## src/rtl/mac_sequencer.sv

```systemverilog
// Dot-product sequencer: loads a bias, accumulates input*weight pairs over a
// valid/ready stream, then holds the result until the consumer takes it.
module mac_sequencer #(
    parameter int unsigned DATA_WIDTH   = 32,
    parameter int unsigned LENGTH_WIDTH = 8
) (
    input  logic                    clk,
    input  logic                    rst,
    input  logic                    start,
    input  logic [LENGTH_WIDTH-1:0] length,
    input  logic [DATA_WIDTH-1:0]   bias,
    output logic                    busy,
    input  logic                    in_valid,
    output logic                    in_ready,
    input  logic [DATA_WIDTH-1:0]   input_value,
    input  logic [7:0]              weight_value,
    output logic [DATA_WIDTH-1:0]   result,
    output logic                    result_valid,
    input  logic                    result_ready
);

    typedef enum logic [1:0] {
        IDLE  = 2'd0,
        ACCUM = 2'd1,
        DONE  = 2'd2
    } state_t;

    state_t                  state;
    state_t                  state_d;
    logic [DATA_WIDTH-1:0]   acc;
    logic [DATA_WIDTH-1:0]   acc_d;
    logic [LENGTH_WIDTH-1:0] remaining;
    logic [LENGTH_WIDTH-1:0] remaining_d;

    // State, datapath and status flags; flags are decoded from the next state
    // so they line up exactly with the registered state.
    always_ff @(posedge clk) begin
        if (rst) begin
            state        <= IDLE;
            acc          <= '0;
            remaining    <= '0;
            busy         <= 1'b0;
            in_ready     <= 1'b0;
            result_valid <= 1'b0;
        end else begin
            state        <= state_d;
            acc          <= acc_d;
            remaining    <= remaining_d;
            busy         <= (state_d != IDLE);
            in_ready     <= (state_d == ACCUM);
            result_valid <= (state_d == DONE);
        end
    end

    // Next-state and datapath update
    always_comb begin
        state_d     = state;
        acc_d       = acc;
        remaining_d = remaining;
        case (state)
            IDLE: begin
                if (start) begin
                    acc_d       = bias;
                    remaining_d = length;
                    state_d     = (length == '0) ? DONE : ACCUM;
                end
            end
            ACCUM: begin
                if (in_valid) begin
                    // Product truncated to the accumulator width; overflow wraps.
                    acc_d       = acc + DATA_WIDTH'(input_value * DATA_WIDTH'(weight_value));
                    remaining_d = remaining - LENGTH_WIDTH'(1);
                    if (remaining == LENGTH_WIDTH'(1)) begin
                        state_d = DONE;
                    end
                end
            end
            DONE: begin
                if (result_ready) begin
                    state_d = IDLE;
                end
            end
            default: begin
                state_d = IDLE;
            end
        endcase
    end

    assign result = acc;

endmodule

```

## config.mk

```make
export PLATFORM = sky130hd
export DESIGN_NAME = mac_sequencer
export DESIGN_NICKNAME = d
export VERILOG_FILES = /design/src/rtl/mac_sequencer.sv
export SDC_FILE = /design/constraint.sdc
export NUM_CORES = 1
export LEC_CHECK = 0
export ABC_AREA = 1
export ABC_CLOCK_PERIOD_IN_PS = 7300
export CAP_MARGIN = 20
export CORE_MARGIN = 1
export CORE_UTILIZATION = 40
export DETAILED_ROUTE_END_ITERATION = 12
export DONT_BUFFER_PORTS = 1
export PLACE_DENSITY_LB_ADDON = 0.05
export SKIP_LAST_GASP = 1
export SYNTH_ARGS = -nofsm -noshare
export SYNTH_HDL_FRONTEND = slang
export SYNTH_SLANG_ARGS = --single-unit
```

## constraint.sdc

```tcl
create_clock -name clk -period 7.3 [get_ports clk]
set_input_delay 2.19 -clock clk [delete_from_list [all_inputs] [get_ports clk]]
set_output_delay 2.19 -clock clk [all_outputs]
set_load 0.05 [all_outputs]
```

==> results.sh, run 1 <==
export IMPL_yosysSeqAreaShare=0.0847
export IMPL_synth_top_area_frac=0.350
export IMPL_synth_edf_count=0
export IMPL_mostFrequentLayoutCells="inv_1 (484), nand2_1 (424), fa_1 (186)"
export IMPL_synth_top_cell_by_area="fa_1"
export IMPL_worstReg2RegStart="result[20]"
export IMPL_synthToLayoutAreaGrowth_pct=2.80
export IMPL_internal_power_w=0.00188
export IMPL_fin_skew_ps=5.13
export IMPL_whs_path_depth=2
export IMPL_grt_max_degree=47
export IMPL_core_area_sq_mm=0.0261
export IMPL_synth_area_leaders="fa_1 (35%), inv_1 (17%), nand2_1 (15%), dfxtp_1 (8.5%), ha_1 (5.1%)"
export IMPL_wl_per_cell_um=16.3
export IMPL_dp_hpwl_um=24600
export IMPL_cp_top_family="adder cells"
export IMPL_critPathRequiredTime_ps=7520
export IMPL_synth_fp_nets=1888
export IMPL_max_stage_delay_ps=590
export IMPL_clock_path_buffers=2
export IMPL_wl_met3_um=2060
export IMPL_numCtsBuffers=5
export IMPL_die_width_um=165
export IMPL_maxCapViolCount=0
export IMPL_synth_cell_types=41
export IMPL_ir_drop_v=0.000158
export IMPL_powerDensity_mw_per_mm2=443
export IMPL_seqPwrFrac=0.094
export IMPL_synth_compound_area_share=0.0770
export IMPL_rsz0062_at_grt="false"
export IMPL_crit_type="in2reg"
export IMPL_highest_layer="met4"
export IMPL_diodes=0
export IMPL_period_minus_slack_ps=5970
export IMPL_cp_end_kind="flop"
export IMPL_critPathBufInv=4
export IMPL_grt_overflow=0
export IMPL_grt_pass1_wl_um=48900
export IMPL_design_area_sq_mm=0.0109
export IMPL_worstHoldStart="remaining[5]"
export IMPL_synth_simple_area_share=0.231
export IMPL_crit_chain="nand2_1, inv_1, fa_1, fa_1, fa_1, inv_1, fa_1, inv_1, ha_1, nand2_1, nor2_1, nand3_1, nand3_1, nand2_1, nand2_1, nand2_1, nand2_1, nand2_1, nand3_1, nand3_1, nand2_1, inv_1"
export IMPL_wl_met1_um=14500
export IMPL_synth_xor_area_frac=0.00658
export IMPL_reg2reg_slack_ps=2310
export IMPL_cts_clk_slew_worst_paths_ps=80
export IMPL_syn_avg_cell_area_sq_um=6.76
export IMPL_synth_cell_area_sq_mm=0.0106
export IMPL_synthAdderAreaFrac=0.400
export IMPL_r2r_end="result[22]"
export IMPL_status="complete, no violations"
export IMPL_critPathArrivalTime_ps=6190
export IMPL_synth_seq_cells=45
export IMPL_gp_congestion=0.917
export IMPL_grt_total_usage=0.234
export IMPL_die_h_um=165
export IMPL_drt_first_iter_violations=452
export IMPL_postCtsHoldBufs=0
export IMPL_initial_core_util=0.408
export IMPL_worstMarginPinSlew_ps=886
export IMPL_cts_tree="yes"
export IMPL_clkLatencyLatePin_ps=310
export IMPL_drive_gt1_frac=0.0238
export IMPL_ant_nets=0
export IMPL_port_buffers=0
export IMPL_cts_repair_resized=0
export IMPL_hold_violations=0
export IMPL_drt_first_pass_iters=5
export IMPL_synth_top_family_by_area="adder cells"
export IMPL_rr_worst_depth=20
export IMPL_cts_setup_buffers=0
export IMPL_final_common_cell="inv_1"
export IMPL_cp_common_cell="nand2_1"
export IMPL_cts_sinks=45
export IMPL_ys_flop_type="dfxtp_1"
export IMPL_avgViaCountPerCell=4.80
export IMPL_setup_viol=0
export IMPL_utilization=0.420
export IMPL_grt_pass1_vias=9136
export IMPL_pwr_share_clk=0.055
export IMPL_p_leak_nw=6.74
export IMPL_placed_cell_area_sq_mm=0.0108
export IMPL_vias=8880
export IMPL_fmax_mhz=168
export IMPL_netlist_instances=1574
export IMPL_cts_max_level=2
export IMPL_met2WireLength_um=13400
export IMPL_p_sw_frac=0.613
export IMPL_relSlewSlack=0.409
export IMPL_fin_crit_sh=0.818
export IMPL_muxShareOfSynthArea=0
export IMPL_pwr_share_comb=0.851
export IMPL_io_pins=120
export IMPL_drc=0
export IMPL_p_total_w=0.00485
export IMPL_setup_tns_ps=0
export IMPL_min_to="remaining[5]"
export IMPL_path_max_fanout=28
export IMPL_wirelength_um=30100
export IMPL_netSwitchingPower_w=0.00297
export IMPL_cp_slowest_cell="fa_1"
export IMPL_hp_class="reg2reg"
export IMPL_async_flop_share=0
export IMPL_antenna_found_initial=0
export IMPL_startpoint_type="primary input"
export IMPL_maxSlewViolCount=0
export IMPL_num_rows=59
export IMPL_cts_root_buffer="clkbuf_16"
export IMPL_die_area_sq_mm=0.0273
export IMPL_finalNetCount=1828
export IMPL_ys_warnings_count=0
-- how the worst max path moves through the flow --
stage | startpoint | endpoint | slack, ps | cells after the start
3_5_place_dp | weight_value[0] | result[21] | 1000 | 22
2_1_floorplan | weight_value[2] | result[16] | 950 | 22
6_report | weight_value[5] | result[21] | 1330 | 22
3_3_place_gp | weight_value[0] | result[21] | 970 | 22
5_1_grt | weight_value[0] | result[21] | 1030 | 22
4_1_cts | weight_value[0] | result[21] | 1320 | 22
-- per-stage QoR --
stage,std cells,hold WS [ps],setup WS [ps]
final,1850,482,1330
after global routing,1850,510,1030
after CTS,1850,484,1320
after detailed placement,1842,472,1000
after global placement,1842,464,972
after floorplan,1574,454,950
-- cells in the mapped netlist (9+ instances only) --
| master | n |
|---|---|
| o21bai_1 | 9 |
| dfxtp_1 | 45 |
| o21ai_0 | 40 |
| a31oi_1 | 12 |
| a21oi_1 | 36 |
| inv_1 | 484 |
| o211ai_1 | 9 |
| ha_1 | 43 |
| nand3_1 | 75 |
| fa_1 | 186 |
| clkbuf_2 | 12 |
| nand2_1 | 424 |
| nor2_1 | 54 |
| buf_2 | 13 |
| nand4_1 | 14 |
| clkbuf_1 | 38 |
-- power by group through the flow --
stage,combinational (W),sequential (W),clock [W]
floorplan,0.00316,0.000442,0
global placement,0.00414,0.000464,0
detailed placement,0.00411,0.000464,0
CTS,0.00415,0.000458,0.000276
global route,0.00480,0.000465,0.000284
finish,0.00413,0.000457,0.000266
-- state kept, by name, summed over array words and instances, names as in the netlist --
name          flops
in_ready          1
remaining         8
result           32
state             2
busy              1
result_valid      1
-- area by class of cell --
class,instances,area (sq um)
Fill cell,2855,15100
Multi-Input combinational cell,970,7610
Inverter,489,1840
Sequential cell,45,901
Tap cell,335,419
Clock buffer,5,125
Clock inverter,3,28.8
Timing Repair Buffer,3,22.5
-- worst reg2reg max path: stages, from the launching register on --
cell and delay, ps:
dfxtp_1 700, inv_1 240, fa_1 580, inv_1 50, fa_1 480, fa_1 560, inv_1 50, fa_1 470
inv_1 50, ha_1 370, nand2_1 140, inv_1 70, nand2_1 90, nor2_1 220, nand4_1 180, nand3_1 190
nand2_1 120, nand3_1 90, nand3_1 70, o211ai_1 100, inv_1 50
-- cell families after synthesis --
family	count (synthesis)
buffers and inverters	559
flip-flops	45
adder cells (fa/ha/maj)	229
AND/OR/NAND/NOR	596
XOR/XNOR	8
AO/OA/AOI/OAI	137
-- per-layer routing --
| metal | up-vias | global-route usage |
|---|---|---|
| met1 | 4256 | 0.331 |
| met4 | 0 | 0.0242 |
| met2 | 210 | 0.375 |
| li1 | 4401 | - |
| met5 | - | 0 |
| met3 | 13 | 0.0549 |
Note: power is estimated with default switching activity, not from simulation.
==> run 2, diff against run 1 <==
- ABC_CLOCK_PERIOD_IN_PS: 7300 -> 5900
- clock period: 7.3 -> 5.9 ns (I/O delays scaled with it)
==> run 2 against run 1 <==
Against the previous run: clock skew is 10 ps higher; sequential cell count stayed put; wire length is 0.25% higher; die area stayed put; worst hold slack worse by 7.2 ps; power is 26% higher; critical path depth is 1 lower; global-route usage is 0.22 points higher; critical endpoint is now result[20]; largest cell class unchanged.
==> results.sh, run 2 (synthesis results as in run 1) <==
export IMPL_cts_sinks=45
export IMPL_cts_root_buffer="clkbuf_16"
export IMPL_cp_end_kind="flop"
export IMPL_worstHoldStart="remaining[5]"
export IMPL_r2r_end="result[20]"
export IMPL_die_area_sq_mm=0.0273
export IMPL_cts_clk_slew_worst_paths_ps=80
export IMPL_die_width_um=165
export IMPL_fin_skew_ps=15.2
export IMPL_ir_drop_v=0.000222
export IMPL_wirelength_um=30200
export IMPL_critPathArrivalTime_ps=5720
export IMPL_grt_pass1_vias=9261
export IMPL_cts_max_level=2
export IMPL_crit_type="in2reg"
export IMPL_hp_class="reg2reg"
export IMPL_die_h_um=165
export IMPL_synthToLayoutAreaGrowth_pct=3.99
export IMPL_io_pins=120
export IMPL_final_common_cell="inv_1"
export IMPL_critPathRequiredTime_ps=6120
export IMPL_core_area_sq_mm=0.0261
export IMPL_initial_core_util=0.408
export IMPL_grt_pass1_wl_um=49500
export IMPL_p_leak_nw=6.82
export IMPL_startpoint="weight_value[1]"
export IMPL_diodes=0
export IMPL_fin_crit_sh=0.932
export IMPL_clkLatencyLatePin_ps=320
export IMPL_period_minus_slack_ps=5500
export IMPL_setup_viol=0
export IMPL_ant_nets=0
export IMPL_cts_tree="yes"
export IMPL_antenna_found_initial=0
export IMPL_rr_worst_depth=21
export IMPL_postCtsHoldBufs=0
export IMPL_drc=0
export IMPL_powerDensity_mw_per_mm2=552
export IMPL_min_to="remaining[5]"
export IMPL_clock_path_buffers=2
export IMPL_maxSlewViolCount=0
export IMPL_relSlewSlack=0.371
export IMPL_hold_violations=0
export IMPL_drt_first_iter_violations=513
export IMPL_cts_repair_resized=0
export IMPL_startpoint_type="primary input"
export IMPL_drive_gt1_frac=0.0321
export IMPL_wl_per_cell_um=16.2
export IMPL_fillers=2865
export IMPL_worstReg2RegStart="result[9]"
export IMPL_gp_congestion=0.918
export IMPL_fmax_mhz=182
export IMPL_finalNetCount=1841
export IMPL_grt_total_usage=0.237
export IMPL_rsz0062_at_grt="false"
export IMPL_worstMarginPinSlew_ps=941
export IMPL_reg2reg_slack_ps=1040
export IMPL_status="complete, no violations"
export IMPL_num_rows=59
export IMPL_mostFrequentLayoutCells="inv_1 (484), nand2_1 (424), fa_1 (186)"
export IMPL_numCtsBuffers=5
export IMPL_avgViaCountPerCell=4.79
export IMPL_grt_max_degree=45
export IMPL_design_area_sq_mm=0.0111
export IMPL_path_max_fanout=32
export IMPL_drt_first_pass_iters=5
export IMPL_grt_overflow=0
export IMPL_dp_hpwl_um=24700
export IMPL_whs_path_depth=2
export IMPL_maxCapViolCount=0
export IMPL_vias=8919
export IMPL_largest_reg_flops=32
export IMPL_port_buffers=0
export IMPL_setup_tns_ps=0
export IMPL_placed_cell_area_sq_mm=0.0109
export IMPL_cts_setup_buffers=0
## run 2: area by class of cell
| class | instances | area (sq um) | share of cell area |
|---|---|---|---|
| clock buffer | 5 | 125 | 0.0113 |
| clock inverter | 3 | 50.0 | 0.00452 |
| inverter | 489 | 1840 | 0.166 |
| multi-input combinational | 970 | 7610 | 0.687 |
| sequential | 45 | 901 | 0.0814 |
| tap | 335 | 419 | 0.0379 |
| timing repair buffer | 16 | 128 | 0.0115 |
## run 2: per-layer routing
layer / wire, um / share of wire / vias to the layer above / GRT usage
met1: 14200 / 0.47 / 4274 / 0.337
met2: 13400 / 0.44 / 203 / 0.378
li1: - / - / 4423 / -
met3: 2350 / 0.078 / 19 / 0.0500
met4: 221 / 0.0073 / 0 / 0.0263
met5: 0 / 0 / - / 0
## run 2: where the power goes
part	internal, W	total, W	switching (W)
Combinational	0.00190	0.00523	0.00333
Sequential	0.000355	0.000514	0.000159
Clock	0.000205	0.000367	0.000162
## run 2: how the worst max path moves through the flow
stage | end | slack, ps | cells after the start
floorplan | result[16] | 70 | 22
global placement | result[20] | 20 | 21
detailed placement | result[20] | 90 | 21
CTS | result[20] | 380 | 22
global route | result[20] | 50 | 22
finish | result[20] | 400 | 21
## run 2: through the flow
stage          setup WS [ps]  hold WS, ps  std cells  utilization  power [W]
4_1_cts                  380          480       1863        0.425    0.00616
3_5_place_dp            86.5          467       1855        0.418    0.00574
2_1_floorplan           69.4          454       1574            -    0.00445
6_report                 400          474       1863        0.425    0.00611
3_3_place_gp            15.3          471       1854        0.417    0.00577
5_1_grt                 45.3          524       1863        0.425    0.00697
## run 2: critical path, stage by stage
cell and delay (ps):
nand2_1 60, fa_1 480, inv_1 50, fa_1 480, fa_1 560, inv_1 50, fa_1 480, inv_1 40
ha_1 320, a21oi_1 200, nor2_1 60, nor2_1 170, nand3_2 190, nand2_1 100, nand2_1 110, nand2_1 140
nand3_1 80, nand3_1 150, nand3_1 90, nand2_1 70, inv_1 30
==> run 3, diff against run 2 <==
- ABC_CLOCK_PERIOD_IN_PS: 5900 -> 6700
- clock period: 5.9 -> 6.7 ns (I/O delays scaled with it)
==> run 3 against run 2 <==
Against the previous run: clock-buffer cell count unchanged; first-iteration DRC count up 3.9%; core utilization down 0.48 points; cell count is 0.70% lower; wire length barely moved; combinational power fell by 14%; clock power shrank 21%; via count is 0.80% lower; sequential power fell by 3%; setup slack improved by 510 ps; sequential share of layout area rose by 0.094 points; die area did not move; critical path type unchanged; largest power group unchanged.
==> results.sh, run 3 (synthesis results as in run 1) <==
export IMPL_num_rows=59
export IMPL_cts_root_buffer="clkbuf_16"
export IMPL_wirelength_um=30200
export IMPL_rsz0062_at_grt="false"
export IMPL_drt_first_iter_violations=533
export IMPL_setup_tns_ps=0
export IMPL_antenna_found_initial=0
export IMPL_clkLatencyLatePin_ps=310
export IMPL_avgViaCountPerCell=4.78
export IMPL_ant_nets=0
export IMPL_final_common_cell="inv_1"
export IMPL_cts_sinks=45
export IMPL_drc=0
export IMPL_wl_per_cell_um=16.3
export IMPL_numCtsBuffers=5
export IMPL_critPathRequiredTime_ps=6920
export IMPL_cp_end_kind="flop"
export IMPL_vias=8848
export IMPL_startpoint_type="primary input"
export IMPL_p_leak_nw=6.74
export IMPL_grt_max_degree=45
export IMPL_fin_skew_ps=8.30
export IMPL_maxCapViolCount=0
export IMPL_io_pins=120
export IMPL_maxSlewViolCount=0
export IMPL_grt_overflow=0
export IMPL_critPathArrivalTime_ps=6010
export IMPL_path_max_fanout=33
export IMPL_relSlewSlack=0.396
export IMPL_fin_crit_sh=0.864
export IMPL_drive_gt1_frac=0.0238
export IMPL_drt_first_pass_iters=5
export IMPL_cts_setup_buffers=0
export IMPL_whs_path_depth=2
export IMPL_dp_hpwl_um=24600
export IMPL_worstMarginPinSlew_ps=905
export IMPL_cts_max_level=2
export IMPL_worstReg2RegStart="result[20]"
export IMPL_synthToLayoutAreaGrowth_pct=2.80
export IMPL_port_buffers=0
export IMPL_finalNetCount=1828
export IMPL_die_h_um=165
export IMPL_setup_viol=0
export IMPL_min_to="remaining[5]"
export IMPL_place_inst=1842
export IMPL_fillers=2832
export IMPL_cts_repair_resized=0
export IMPL_cp_top_family="adder cells"
export IMPL_cts_clk_slew_worst_paths_ps=80
export IMPL_worstHoldStart="remaining[5]"
export IMPL_die_width_um=165
export IMPL_design_area_sq_mm=0.0109
export IMPL_hold_violations=0
export IMPL_placed_cell_area_sq_mm=0.0108
export IMPL_rr_worst_depth=20
export IMPL_reg2reg_slack_ps=1690
export IMPL_largest_reg_flops=32
export IMPL_crit_chain="nand2_1, fa_1, inv_1, fa_1, fa_1, inv_1, fa_1, inv_1, ha_1, nand2_1, nor2_1, nand3_1, nand3_1, nand2_1, nand2_1, nand2_1, nand2_1, nand2_1, nand3_1, nand3_1, nand2_1, inv_1"
export IMPL_grt_pass1_vias=9118
export IMPL_core_area_sq_mm=0.0261
export IMPL_r2r_end="result[22]"
export IMPL_final_cells=1850
export IMPL_postCtsHoldBufs=0
export IMPL_grt_pass1_wl_um=49400
export IMPL_gp_congestion=0.942
export IMPL_mostFrequentLayoutCells="inv_1 (484), nand2_1 (424), fa_1 (186)"
export IMPL_powerDensity_mw_per_mm2=485
export IMPL_initial_core_util=0.408
export IMPL_critPathBufInv=4
export IMPL_cts_tree="yes"
export IMPL_hp_class="reg2reg"
export IMPL_status="complete, no violations"
export IMPL_fmax_mhz=173
export IMPL_clock_path_buffers=2
export IMPL_cp_common_cell="nand2_1"
export IMPL_period_minus_slack_ps=5790
export IMPL_cp_slowest_cell="fa_1"
export IMPL_p_total_w=0.00531
export IMPL_max_stage_delay_ps=560
export IMPL_die_area_sq_mm=0.0273
export IMPL_ir_drop_v=0.000189
export IMPL_diodes=0
export IMPL_crit_type="in2reg"
export IMPL_grt_total_usage=0.237
-- run 3: cell count changes in the layout (fill, tap and decap cells not counted) --
cell,previous run,this run
buf_4,15,3
inv_6,0,2
buf_8,1,0
bufinv_16,1,0
clkinv_4,1,0
-- run 3: worst max path at each step --
stage	start	endpoint	slack, ps	cells after the start
6_report	weight_value[0]	result[21]	910	22
5_1_grt	weight_value[0]	result[21]	580	22
4_1_cts	weight_value[0]	result[21]	930	22
3_5_place_dp	weight_value[0]	result[29]	610	19
3_3_place_gp	weight_value[0]	result[21]	570	22
2_1_floorplan	weight_value[2]	result[16]	530	22
-- run 3: worst reg2reg max path, delay by kind of cell, from the launching register on --
family / cells / cell delay [ps]
buffers and inverters: 6 / 500
flip-flops: 1 / 750
AND/OR/NAND/NOR: 8 / 1090
AO/OA/AOI/OAI: 1 / 110
adder cells (fa/ha/maj): 5 / 2450
-- run 3: report_power, final --
group          internal, W  switching [W]  total [W]
logic              0.00160        0.00292    0.00452
registers         0.000313       0.000186   0.000499
clock network     0.000145       0.000144   0.000289
-- run 3: routing by layer --
layer | GRT usage | wire length, um | up-vias
met3 | 0.0472 | 2020 | 14
met2 | 0.374 | 13300 | 218
li1 | - | - | 4400
met5 | 0 | 0 | -
met4 | 0.0250 | 191 | 0
met1 | 0.344 | 14600 | 4216
-- run 3: stage by stage --
| step | hold slack [ps] | util | setup slack (ps) |
|---|---|---|---|
| 2_1_floorplan | 454 | - | 530 |
| 4_1_cts | 479 | 0.420 | 931 |
| 3_5_place_dp | 468 | 0.414 | 612 |
| 5_1_grt | 513 | 0.420 | 581 |
| 6_report | 478 | 0.420 | 910 |
| 3_3_place_gp | 469 | 0.414 | 575 |
-- run 3: area by class of cell --
cell class	count	area [sq um]	share of cell area
multi-input cells	970	7610	0.695
inverters	489	1840	0.168
flip-flops and latches	45	901	0.0824
well taps	335	419	0.0383
clock buffers	5	125	0.0114
clock inverters	3	28.8	0.00263
repair buffers	3	22.5	0.00206
==> edit 1, RTL diff (settings of run 3) <==
The parameter `DATA_WIDTH` goes from 32 to 64.
--- a/src/rtl/mac_sequencer.sv
+++ b/src/rtl/mac_sequencer.sv
@@ -1,7 +1,7 @@
 // Dot-product sequencer: loads a bias, accumulates input*weight pairs over a
 // valid/ready stream, then holds the result until the consumer takes it.
 module mac_sequencer #(
-    parameter int unsigned DATA_WIDTH   = 32,
+    parameter int unsigned DATA_WIDTH   = 64,
     parameter int unsigned LENGTH_WIDTH = 8
 ) (
     input  logic                    clk,
Ports: changed (resized bias, input_value and result); port bits go from 120 to 216. The function was not compared with the original's and may differ.
==> edit 1 against run 3 <==
- final area grew 120%
- worst setup slack worse by 0.41 ns
- synthesized area up 120%
- sequential cell count is 32 higher
- sequential share of layout area fell by 1.7 points
- routed wire length increased by 150%
- clock skew is 0.012 ns higher
Power is not shown: default switching activity piles up to over one toggle a cycle in this logic, so the estimate is an artifact.
==> edit 1: results (changes against run 3) <==
The proportion of layout cells with a drive suffix above 1 came out at 0.0294 (+0.00568). Sorting the synthesized cells by how often they occur yields 1116 x sky130_fd_sc_hd__inv_1, 1113 x sky130_fd_sc_hd__nand2_1, 410 x sky130_fd_sc_hd__fa_1. The fraction of met3 tracks used by global routing is 0.0500 (+0.00276), and the met2 track demand over resource in global routing is 0.434 (+0.0600). The depth of the worst register-to-register path was 20 (unchanged); the via count of the first global-routing pass was 20.7k (+130%). The logs give 5 (unchanged) for the first-pass detailed-route iteration total and 3 (+1) for the total number of H-tree levels. The number of buffers on the longest clock path was 2 (unchanged); the worst hold path stage count was 2 (unchanged). The final estimated routing congestion in global placement is 0.950 (+0.90%). Sorting the synthesized cells by area gives the leading types as sky130_fd_sc_hd__fa_1 36%, sky130_fd_sc_hd__inv_1 18%, sky130_fd_sc_hd__nand2_1 18%. The HPWL after detailed placement is 61600 um (+150%). The origin of the critical flop-to-flop path was result[22].

The number of buffers inserted by port buffering works out to 0 (unchanged). The worst hold path begins at remaining[5]. Clock-pin slew was measured on the worst setup and hold paths at 0.07 ns.

The number of gates resized after CTS came out at 0 (unchanged). The first-pass GRT wire length was 120000 um (+140%). For the post-layout net count, the log shows 4026 (+120%). The worst hold path belongs to the class reg2reg.

The number of CTS-inserted buffers is 9 (+4), and the largest incremental delay on the critical path is 0.56 ns (about the same). Number of different library cells in the post-synthesis netlist: 49 (+20%). The maximum fanout count along the critical path was 65 (+97%); the met1 usage in global routing was 0.362 (+0.0182). Largest net degree at the start of global routing: 85 (+89%).

Standard cell with the maximum stage delay on the critical path: sky130_fd_sc_hd__fa_1. The tools report the filler cell count as 6280 (+120%). The share of async-settable or async-resettable flops after synthesis was 0 (unchanged). Routed wirelength normalized by instance count: 18.1 um (+11%). Most frequently used flop master after synthesis: sky130_fd_sc_hd__dfxtp_1. The endpoint of the most critical register-to-register path was result[57]. For the routed via count, the log shows 19.8k (+120%).

The tools report the data arrival time of the critical path as 6.49 ns (+0.48 ns). The logs give 0.0204 ns (+0.0121 ns) for the final setup skew and 0.293 (-0.103) for the normalized max-slew margin. The tools report the proportion of synthesized chip area in sequential cells as 0.0669 (-0.0178). The run finished with clean final reports. The logs give 1.29 ns (-0.40 ns) for the reg-to-reg setup timing slack and 4156 (+120%) for the number of nets produced by synthesis.

The number of buffers inserted by hold repair at cts was 0 (unchanged); the violation count after the first detailed-route iteration was 1175 (+120%). The total global routing track utilization came out at 0.264 (+0.0274). The path with the worst hold slack has its endpoint at remaining[5]. The tools report the warning count from the yosys run as 0 (unchanged). The number of antenna violations at the first check in global routing was 5 (+5); the number of buffers inserted to repair setup after CTS was 0 (unchanged).

The number of flip-flops in the largest register came out at 64 (+100%). The clock latency reported for the late side of the worst-skew pair is 0.41 ns (+0.10 ns). The master cell of the clock root buffer was sky130_fd_sc_hd__clkbuf_16.

The run gives 0 (unchanged) as the antenna diode instance count.
edit 1: cell count changes after synthesis, moves of 14 or more:
| cell | run 3 | this run |
|---|---|---|
| sky130_fd_sc_hd__inv_1 | 484 | 1116 |
| sky130_fd_sc_hd__nand2_2 | 2 | 20 |
| sky130_fd_sc_hd__nand2_1 | 424 | 1113 |
| sky130_fd_sc_hd__a21oi_1 | 36 | 76 |
| sky130_fd_sc_hd__clkbuf_1 | 38 | 55 |
| sky130_fd_sc_hd__dfxtp_1 | 45 | 77 |
| sky130_fd_sc_hd__o21ai_0 | 40 | 67 |
| sky130_fd_sc_hd__clkbuf_2 | 12 | 55 |
| sky130_fd_sc_hd__ha_1 | 43 | 75 |
| sky130_fd_sc_hd__nor2_1 | 54 | 87 |
| sky130_fd_sc_hd__fa_1 | 186 | 410 |
| sky130_fd_sc_hd__nor2_2 | 4 | 18 |
| sky130_fd_sc_hd__nand3_1 | 75 | 137 |
edit 1: layer usage:
metal / vias up / share of wire
li1: 9631 / -
met1: 9634 / 0.46
met2: 494 / 0.46
met3: 66 / 0.061
met4: 10 / 0.015
met5: - / 0.0010
edit 1: kinds of logic (layout without fill, tap and decap cells):
group	count (synthesis)	after routing	share of synthesized area
xor gates and xnor gates	24	24	0.00912
and+or+nand+nor	1460	1460	0.263
DFF	77	77	0.0669
adders and majority gates	485	485	0.397
buffers and inverters	1271	1146	0.213
AOI/OAI and AO/OA	205	205	0.0502
edit 1: worst max path at each step:
stage                         start          to  slack [ns]  depth (start not counted)
floorplan           weight_value[5]  result[26]        0.37                         23
global placement    weight_value[0]  result[43]        0.13                         22
finish              weight_value[0]  result[57]        0.50                         20
detailed placement  weight_value[0]  result[43]        0.15                         22
global route        weight_value[0]  result[43]        0.30                         22
CTS                 weight_value[0]  result[43]        0.58                         22
edit 1: area by class of cell:
| type | instances | share of cell area |
|---|---|---|
| clock buffer | 10 | 0.0101 |
| clock inverter | 6 | 0.00322 |
| inverter | 1121 | 0.178 |
| multi-input combinational | 2174 | 0.701 |
| sequential | 77 | 0.0651 |
| tap | 756 | 0.0400 |
| timing repair buffer | 9 | 0.00285 |
edit 1: metrics by stage:
stage / setup WS (ns) / cells / cell area [um2] / hold slack, ns
after floorplan: 0.369 / 3522 / 23000 / 0.454
after global placement: 0.134 / 4137 / 23400 / 0.465
after detailed placement: 0.154 / 4137 / 23400 / 0.469
after CTS: 0.575 / 4153 / 23700 / 0.482
after global routing: 0.295 / 4153 / 23700 / 0.493
final: 0.503 / 4153 / 23700 / 0.486
edit 1: critical path, delay by kind of cell:
family	cells	cell delay [ns]
simple gates	11	1.81
buf+inv	3	0.15
compound gates	1	0.06
fa+ha+maj	5	2.40
==> edit 2, RTL diff (flow settings as in run 3) <==
Made on the original files. The 3 states of `state_t` get a one-hot encoding in 3 bits.
--- a/src/rtl/mac_sequencer.sv
+++ b/src/rtl/mac_sequencer.sv
@@ -19,10 +19,10 @@
     input  logic                    result_ready
 );
 
-    typedef enum logic [1:0] {
-        IDLE  = 2'd0,
-        ACCUM = 2'd1,
-        DONE  = 2'd2
+    typedef enum logic [2:0] {
+        IDLE  = 3'b001,
+        ACCUM = 3'b010,
+        DONE  = 3'b100
     } state_t;
 
     state_t                  state;
Behaviour: same outputs for any inputs over 10 cycles, from zero or initial values and one cycle with rst high; not proved beyond that.
==> edit 2 against run 3 <==
- synthesized area about the same
- global-route usage down 0.64 points
- sequential cell count up 1
- routed wire length down 2.2%
- worst setup slack better by 0.053 ns
- final area about the same
- critical path type unchanged
- via count down 1.8%
- critical path depth down 4
- highest routed layer unchanged
Power is not shown: default switching activity piles up to over one toggle a cycle in this logic, so the estimate is an artifact.
==> edit 2: results (changes against run 3) <==
The flow ran to the end, and the final reports show no timing, DRC or antenna violations. The routed via count is 8693 (-1.8%), and the final estimated routing congestion in global placement is 0.897 (-4.7%). The master cell of the clock root buffer is sky130_fd_sc_hd__clkbuf_16. The filler cell count was 2813 (-0.67%); the largest incremental delay on the critical path was 0.53 ns (-0.03 ns). Normalized max-slew margin: 0.295 (-0.100). The number of nets produced by synthesis is 1865 (-1.2%), and the routed wirelength normalized by instance count is 16.2 um (-0.92%). The data arrival time of the critical path is 5.94 ns (-0.07 ns). The tools report the number of antenna violations at the first check in global routing as 1 (+1). The logs give 1804 (-1.3%) for the post-layout net count and 0.0865 (+0.00181) for the proportion of synthesized chip area in sequential cells. The proportion of layout cells with a drive suffix above 1 came out at 0.0255 (+0.00172). The wire length on met1 is 13900 um (-4.7%), and the total global routing track utilization is 0.231 (-0.00644). The maximum fanout count along the critical path works out to 32 (-3.0%).

Ranked by instance count, the synthesized netlist is headed by 479 x sky130_fd_sc_hd__inv_1, 413 x sky130_fd_sc_hd__nand2_1, 186 x sky130_fd_sc_hd__fa_1. The number of buffers on the longest clock path came out at 2 (unchanged). The met3 routed wirelength is 2000 um (-1.0%). The number of different library cells in the post-synthesis netlist was 40 (-2.4%); the HPWL after detailed placement was 24300 um (-1.5%).

The violation count after the first detailed-route iteration came out at 411 (-23%). For the via count of the first global-routing pass, the log shows 9012 (-1.2%). The DRC violations left came out at 0 (unchanged). The run gives 0.00773 ns (-0.000571 ns) as the final setup skew.

In the post-synthesis netlist, the biggest area contributors are sky130_fd_sc_hd__fa_1 35%, sky130_fd_sc_hd__inv_1 17%, sky130_fd_sc_hd__nand2_1 15%. The met2 wirelength from detailed routing is 13500 um (+1.1%).
==> edit 2: cell types whose count changed in the layout (fill, tap and decap cells not counted), sizes merged, moves of 3 or more <==
cell,delta
a21oi,+15
nor2,-13
inv,-9
nand3,-9
o21ai,-9
xor2,+8
a221oi,+5
nand2,-5
a31oi,-4
o211ai,-4
nor3,+3
o21a,+3
==> edit 2: area by class of cell <==
type                       instances  area share
antenna                            1    0.000229
clock buffer                       5      0.0114
clock inverter                     3     0.00400
inverter                         482       0.166
multi-input combinational        954       0.695
sequential                        46      0.0842
tap                              335      0.0383
timing repair buffer               1    0.000686
==> edit 2: kinds of logic (layout without fill, tap and decap cells) <==
logic type / Yosys count / in the layout / share of synthesized area
AND/OR/NAND/NOR: 569 / 569 / 0.220
buffers and inverters: 551 / 491 / 0.199
adder cells (fa/ha/maj): 229 / 229 / 0.400
AO/OA/AOI/OAI: 140 / 140 / 0.0806
flip-flops: 46 / 46 / 0.0865
XOR/XNOR: 16 / 16 / 0.0132
other: 0 / 1 / 0
==> edit 2: worst paths after layout <==
path         slack, ns            to            start  depth (start not counted)
max               0.96    result[27]  weight_value[2]                         18
max reg2reg       1.67    result[27]       result[22]                         18
min               0.48  remaining[6]     remaining[6]                          2
min reg2reg       0.48  remaining[6]     remaining[6]                          2
==> edit 2: layer usage <==
metal | track usage | vias to the layer above
met2 | 0.376 | 182
met4 | 0.0196 | 0
met5 | 0 | -
li1 | - | 4328
met1 | 0.320 | 4173
met3 | 0.0552 | 10
==> edit 2: stage by stage <==
stage                     hold WS [ns]  setup slack, ns   util  instance area, um2  cells
final                            0.479            0.962  0.420               10900   1827
after detailed placement         0.469            0.619  0.413               10800   1818
after floorplan                  0.458            0.590      -               10700   1551
after CTS                        0.480            0.946  0.420               10900   1826
after global routing             0.500            0.711  0.420               10900   1826
after global placement           0.464            0.631  0.413               10800   1818
==> edit 2: tightest hold or removal path, stage by stage, from the launching register on <==
cell and delay [ns]:
sky130_fd_sc_hd__dfxtp_1 0.32, sky130_fd_sc_hd__nand2_1 0.06, sky130_fd_sc_hd__a21oi_1 0.05
